==> src/rtl/sipo_pkg.sv <==
// Shared definitions for the SIPO word receiver.
// Build option: SIPO_PARITY_EN appends one even-parity bit to every frame.
package sipo_pkg;

  // Output buffer occupancy; ST_FULL doubles as the valid flag.
  typedef enum logic {
    ST_EMPTY = 1'b0,
    ST_FULL  = 1'b1
  } buf_state_t;

  // Even parity: XOR over data bits plus parity bit must come out to this.
  localparam logic EVEN = 1'b0;

`ifdef SIPO_PARITY_EN
  localparam int PARITY_BITS = 1;
`else
  localparam int PARITY_BITS = 0;
`endif

  // Counter width able to hold the value frame_len (clog2(frame_len+1)).
  function automatic int sipo_cw(input int frame_len);
    int w;
    w = 0;
    for (int i = 0; i < 31; i++) begin
      if ((1 << i) < (frame_len + 1)) w = i + 1;
    end
    return (w < 1) ? 1 : w;
  endfunction

endpackage

==> src/rtl/sipo_shift_stage.sv <==
// n-bit right-shift register: new bit enters the MSB, so after n shifts
// the first-received bit sits in bit 0. No counting lives here.
module sipo_shift_stage #(
  parameter int n = 4
) (
  input  logic         clk,
  input  logic         reset,
  input  logic         shift_en,
  input  logic         clear,
  input  logic         SI,
  output logic [n-1:0] sh
);

  // Shift on enable; synchronous clear wins over the shift.
  always_ff @(posedge clk or posedge reset) begin
    if (reset) begin
      sh <= '0;
    end else if (clear) begin
      sh <= '0;
    end else if (shift_en) begin
      sh <= {SI, sh[n-1:1]};
    end
  end

endmodule

==> src/rtl/sipo_word_receiver.sv <==
// Serial-in parallel-out word receiver with a one-word valid/ready buffer.
// Bit 0 arrives first. A word completing while the buffer is full and not
// being drained is dropped and flagged on the sticky overrun output.
// Build option: SIPO_PARITY_EN adds a trailing even-parity bit per frame and
// the parity_err output.
module sipo_word_receiver
  import sipo_pkg::*;
#(
  parameter  int n  = 4,
  localparam int CW = sipo_cw(n + PARITY_BITS)
) (
  input  logic          clk,
  input  logic          reset,
  input  logic          SI,
  input  logic          shift_en,
  input  logic          clear,
  output logic [n-1:0]  Q,
  output logic          valid,
  input  logic          ready,
  output logic          overrun,
  output logic [CW-1:0] bit_cnt
`ifdef SIPO_PARITY_EN
  ,
  output logic          parity_err
`endif
);

  // Index of the final bit in a frame (parity bit when enabled).
  localparam logic [CW-1:0] LAST = CW'(n - 1 + PARITY_BITS);

  logic [n-1:0]  sh;
  logic [n-1:0]  word_next;
  logic          stage_en;
  logic          complete;
  logic [CW-1:0] bit_cnt_reg;
  logic [n-1:0]  q_reg;
  logic          overrun_reg;
  logic          overrun_next;
  logic          load_q;
  buf_state_t    state_reg;
  buf_state_t    state_next;

  assign complete = shift_en && (bit_cnt_reg == LAST);

`ifdef SIPO_PARITY_EN
  // The parity bit is not shifted in; data already sits aligned in sh.
  logic parity_err_reg;
  logic parity_err_next;
  assign stage_en        = shift_en && (bit_cnt_reg != LAST);
  assign word_next       = sh;
  assign parity_err_next = ((^sh) ^ SI) != EVEN;
  assign parity_err      = parity_err_reg;
`else
  // The completing bit is taken straight from SI, so sh[0] is never needed.
  logic sh_lsb_unused;
  assign stage_en      = shift_en;
  assign word_next     = {SI, sh[n-1:1]};
  assign sh_lsb_unused = sh[0];
`endif

  sipo_shift_stage #(.n(n)) u_shift (
    .clk      (clk),
    .reset    (reset),
    .shift_en (stage_en),
    .clear    (clear),
    .SI       (SI),
    .sh       (sh)
  );

  // Frame position: advances per strobe, wraps on the completing bit.
  always_ff @(posedge clk or posedge reset) begin
    if (reset) begin
      bit_cnt_reg <= '0;
    end else if (clear) begin
      bit_cnt_reg <= '0;
    end else if (shift_en) begin
      bit_cnt_reg <= complete ? '0 : bit_cnt_reg + CW'(1);
    end
  end

  // Buffer state and sticky overrun registers.
  always_ff @(posedge clk or posedge reset) begin
    if (reset) begin
      state_reg   <= ST_EMPTY;
      overrun_reg <= 1'b0;
    end else begin
      state_reg   <= state_next;
      overrun_reg <= overrun_next;
    end
  end

  // Buffer next-state: load on completion unless full and stalled.
  always_comb begin
    state_next   = state_reg;
    overrun_next = overrun_reg;
    load_q       = 1'b0;
    if (clear) begin
      state_next   = ST_EMPTY;
      overrun_next = 1'b0;
    end else begin
      case (state_reg)
        ST_EMPTY: begin
          if (complete) begin
            state_next = ST_FULL;
            load_q     = 1'b1;
          end
        end
        ST_FULL: begin
          if (complete) begin
            if (ready) load_q = 1'b1;
            else       overrun_next = 1'b1;
          end else if (ready) begin
            state_next = ST_EMPTY;
          end
        end
        default: state_next = ST_EMPTY;
      endcase
    end
  end

  // Holding register; clear leaves the last word in place.
  always_ff @(posedge clk or posedge reset) begin
    if (reset) begin
      q_reg <= '0;
`ifdef SIPO_PARITY_EN
      parity_err_reg <= 1'b0;
`endif
    end else if (load_q) begin
      q_reg <= word_next;
`ifdef SIPO_PARITY_EN
      parity_err_reg <= parity_err_next;
`endif
    end
  end

  assign Q       = q_reg;
  assign valid   = (state_reg == ST_FULL);
  assign overrun = overrun_reg;
  assign bit_cnt = bit_cnt_reg;

endmodule

==> config.mk <==
export PLATFORM = sky130hd
export DESIGN_NAME = sipo_word_receiver
export DESIGN_NICKNAME = d
export VERILOG_FILES = /design/src/rtl/sipo_pkg.sv /design/src/rtl/sipo_shift_stage.sv /design/src/rtl/sipo_word_receiver.sv
export SDC_FILE = /design/constraint.sdc
export NUM_CORES = 1
export LEC_CHECK = 0
export ABC_AREA = 1
export BUFFER_PORTS_ARGS = -buffer_cell sky130_fd_sc_hd__buf_2
export CAP_MARGIN = 20
export CORE_MARGIN = 2
export CORE_UTILIZATION = 30
export CTS_BUF_LIST = sky130_fd_sc_hd__clkbuf_8
export DETAILED_ROUTE_END_ITERATION = 7
export SYNTH_ARGS = -nofsm -noshare
export SYNTH_HDL_FRONTEND = slang
export SYNTH_SLANG_ARGS = --single-unit
==> constraint.sdc <==
create_clock -name clk -period 3 [get_ports clk]
set_input_delay 0.9 -clock clk [delete_from_list [all_inputs] [get_ports clk]]
set_output_delay 0.9 -clock clk [all_outputs]
set_load 0.005 [all_outputs]
# Word level (Yosys, flattened, before mapping)
# Cells that the tools add are included.
totals:
  ff_bits: 13
  in_bits: 6
  out_inout_bits: 9
  elab_cells: 32
op_classes:
  n_addsub: 1
  eq_ne: 2
  mux: 18
  bitwise_logic: 1
  reduce_logical: 5
op_table:
  columns: ["operator", "n"]
  rows:
  - ["two-way mux 1 bit", 11]
  - ["two-way mux 3 bit", 3]
  - ["two-way mux 4 bit", 2]
  - ["nonzero test 2 bit", 3]
  - ["one-hot mux 1 bit (2 select lines)", 2]
  - ["adder 3 x 1 -> 3 bit (second input constant)", 1]
  - ["== test 3 x 2 -> 1 bit (second input constant)", 1]
  - ["AND reduction 3 bit", 1]
  - ["inequality test 2 bit (second input constant)", 1]
  - ["logical AND 1 bit", 1]
  - ["inverter 1 bit", 1]

# Longest topological paths before layout
logic_depth:
  depth_word: 5
  ltp_mapped: 5
  ltp_nobuf: 5

# Cells and area by module
# A second synthesis with hierarchy kept.
unflattened:
  hier_cells: 69
  hier_area_um2: 593.1
modules_own_cells:
  columns: ["module", "n_inst", "cells_each", "area_per_inst_um2", "seq_area_each_um2"]
  rows:
  - ["sipo_word_receiver", 1, 50, 429.2, 225.2]
  - ["sipo_shift_stage", 1, 19, 163.9, 100.1]

# Least setup slack after synthesis
# No wires, ideal clock.
synth_path:
  path_type: "input port to flip-flop"
  start: "input port ready"
  end: "register q_reg[0], in the netlist Q[0]"
  setup_time_ns: 0.121
  arrival_ns: 1.337
  t_required_ns: 2.879
  path_slack_ns: 1.541
  cell_stages: 5
  path_buffers: 0
  cell_sequence: "inv_1 nand2_1 nand2_1 o21bai_1 nand2_1"
synth_between:
  elab_chain_cells: 4
synth_rtl:
  columns: ["element", "line_no", "rtl"]
  rows:
  - ["start: declaration", "sipo_word_receiver.sv:19", "input logic ready,"]
  - ["two-way mux 1 bit", "sipo_word_receiver.sv:110", "if (ready) load_q = 1'b1;"]
  - ["two-way mux 1 bit", "sipo_word_receiver.sv:109", "if (complete) begin"]
  - ["one-hot mux 1 bit (2 select lines)", "sipo_word_receiver.sv:101", "case (state_reg)"]
  - ["two-way mux 1 bit", "sipo_word_receiver.sv:97", "if (clear) begin"]
  - ["end signal: assignment", "sipo_word_receiver.sv:129", "q_reg <= word_next;"]
  - ["end: declaration", "sipo_word_receiver.sv:36", "logic [n-1:0] q_reg;"]
# Every way passes these cells.
# A chain may end at the register's enable or synchronous reset.

# Worst setup path after layout
layout_path:
  start: "register bit_cnt_reg[2], in the netlist bit_cnt[2]"
  end: "output port bit_cnt[2]"
layout_rtl:
  columns: ["element", "line_no", "rtl"]
  rows:
  - ["start: declaration", "sipo_word_receiver.sv:35", "logic [CW-1:0] bit_cnt_reg;"]
  - ["start signal: assignment", "sipo_word_receiver.sv:77", "bit_cnt_reg <= complete ? '0 : bit_cnt_reg + CW'(1);"]
  - ["end: declaration", "sipo_word_receiver.sv:21", "output logic [CW-1:0] bit_cnt"]
# No word-level cell between the ends.

==> metrics <==
share of power burned in registers=44.8%; distinct cell type count of the synthesized netlist=14; Final TNS setup=0 ns; P_sw=97.1 µW; Die X=46.6 µm; Placed Cells=101; pwr dens=603 nW/µm²; drt initial violations=8; VDD IR-drop max=210 µV; area occupied by multi-input gates=189 µm²; slew at the pin with the worst max-slew slack=0.459 ns; Synth Instances=62; critical path type=flip-flop to primary output; IO Port Bufs=14; fin. max-slew vios=0; startpoint types=flip-flop; cts hold-fix bufs=0; Tmin final=1.71 ns; pre-CTS WS=1.34 ns; Root Buffer=clkbuf_8; crit path DAT=0.81 ns; TritonCTS clock tree=yes; Finished Layout Cells=105; Starting Density=31.6%; largest net degree at the start of global routing=13; max reg flops=4; Worst Hold Class=flip-flop to flip-flop; P&R area growth vs syn=28.7%; # diodes=0; Num CTS Buffers=3; synthesized cell area=546 µm²; Top delay family on crit path=flip-flops; post-route setup slack=1.29 ns; worst reg2reg path depth=4; reg2reg end=Q[2]; final hold violations=0; Avg Vias per Cell=4.32; critical path required time=2.10 ns; CTS clk-pin slew, worst paths=0.05 ns; P_leak=0.000378 µW; clk sink count=12; WP buf/inv=1; row cnt=15; Max transition margin=69.4%; RSZ-0062 raised after global routing=no; hold depth=2; core area=1730 µm²; CP max stage delay=0.42 ns; Util after Layout=40.7%; Final period util=57.0%; clock group share of total power=40.8%; register area share after synthesis=55.0%; Int Pwr=326 µW; post-DP HPWL=745 µm; Routed Antenna Nets=0; Synth Warn #=0; Max Clk Rate=0.584 GHz; fin area=702 µm²; commonest cells after routing, fill and taps aside=14 x inv_1, 14 x buf_2, 13 x nand2_1, 12 x dfrtp_1; max-cap violations=0; WHS Endpoint=overrun; skew final=0.00163 ns; GRT Util Overall=10.6%; crit path cell chain=buf_2; R2R setup slack=1.86 ns; share of cells above drive strength 1=26.3%; vias in the first global route=356; CP Max Fanout=4; Total Wirelength=986 µm; Post-CTS Setup Bufs=0; die area=2180 µm²; # IOs=15; residual DRC count=0; initial antenna violation count=0; switching power share of the total=22.9%; run status=finished clean; routability congestion estimate=0.794; syn_nets=69; Critical-path top delay cell=dfrtp_1; WL/cell=9.39 µm; clk buf depth=2; Setup crit end kind=primary output; Placed Instance Area=647 µm²; first-pass GRT wire length=1.52 mm; drt pass-1 iters=4; FILL cells=184; reg2reg start=bit_cnt[0]; total number of vias=454; GRT overflow=0; H-tree Lvls=1; die height=46.6 µm; Gate power share=14.4%; Post-CTS Resized=0; FF+latch area=300 µm²; # setup viols final=0; Avg Cell Area, Syn=8.80 µm²; worst skew pair latency=0.24 ns; Hold Startpoint=overrun; Seq cells post-synth=12; fin nets=88
[Yosys cell counts (all sizes together)]
cell type / n / share of area, %
dfrtp: 12 / 55
nor2: 2 / 2.8
nand3: 4 / 3.7
nand2: 14 / 10
o21ai: 3 / 2.8
nand4: 4 / 4.6
ha: 1 / 2.3
o22ai: 1 / 1.1
a21oi: 2 / 1.8
o21bai: 4 / 5.5
inv: 15 / 10
[kinds of logic after synthesis]
logic type,synth area share [%]
flip-flops,55.0
AND/OR/NAND/NOR,21.1
adder cells (fa/ha/maj),2.29
buffers and inverters,10.3
AO/OA/AOI/OAI,11.2
[power by group through the flow]
| stage | sequential (µW) | clock (µW) | combinational, µW |
|---|---|---|---|
| 3_5_place_dp | 192 | 0 | 61.7 |
| 5_1_grt | 191 | 184 | 73.9 |
| 6_report | 189 | 173 | 61.0 |
| 2_1_floorplan | 194 | 0 | 32.3 |
| 3_3_place_gp | 192 | 0 | 62.0 |
| 4_1_cts | 190 | 180 | 62.2 |
[stage by stage]
stage	total power, µW	hold slack [ns]
after floorplan	227	0.481
after global placement	254	0.504
after detailed placement	254	0.507
after CTS	432	0.516
after global routing	450	0.547
final	423	0.513
[layout make-up]
class,instances,share of cell area [%]
flip-flops and latches,12,42.8
multi-input cells,35,26.9
repair buffers,14,9.98
inverters,15,8.02
clock buffers,4,7.84
well taps,25,4.46
[routing by layer]
metal,part of all wire [%],vias up,wire (µm),track usage [%]
met1,47,211,465,12.9
met2,47,9,459,15.0
met5,0,-,0,0
li1,-,232,-,-
met4,2.0,0,20,8.33
met3,4.2,2,41,3.53
[how the worst max path moves through the flow]
stage                           from          to  slack, ns  depth (start not counted)
after floorplan                ready        Q[0]       1.54                          5
after global placement         ready        Q[3]       1.37                          6
after detailed placement       ready        Q[2]       1.34                          6
after CTS                 bit_cnt[2]  bit_cnt[2]       1.27                          1
after global routing      bit_cnt[2]  bit_cnt[2]       1.26                          1
final                     bit_cnt[2]  bit_cnt[2]       1.29                          1
Power figures use the tool's default switching activity.
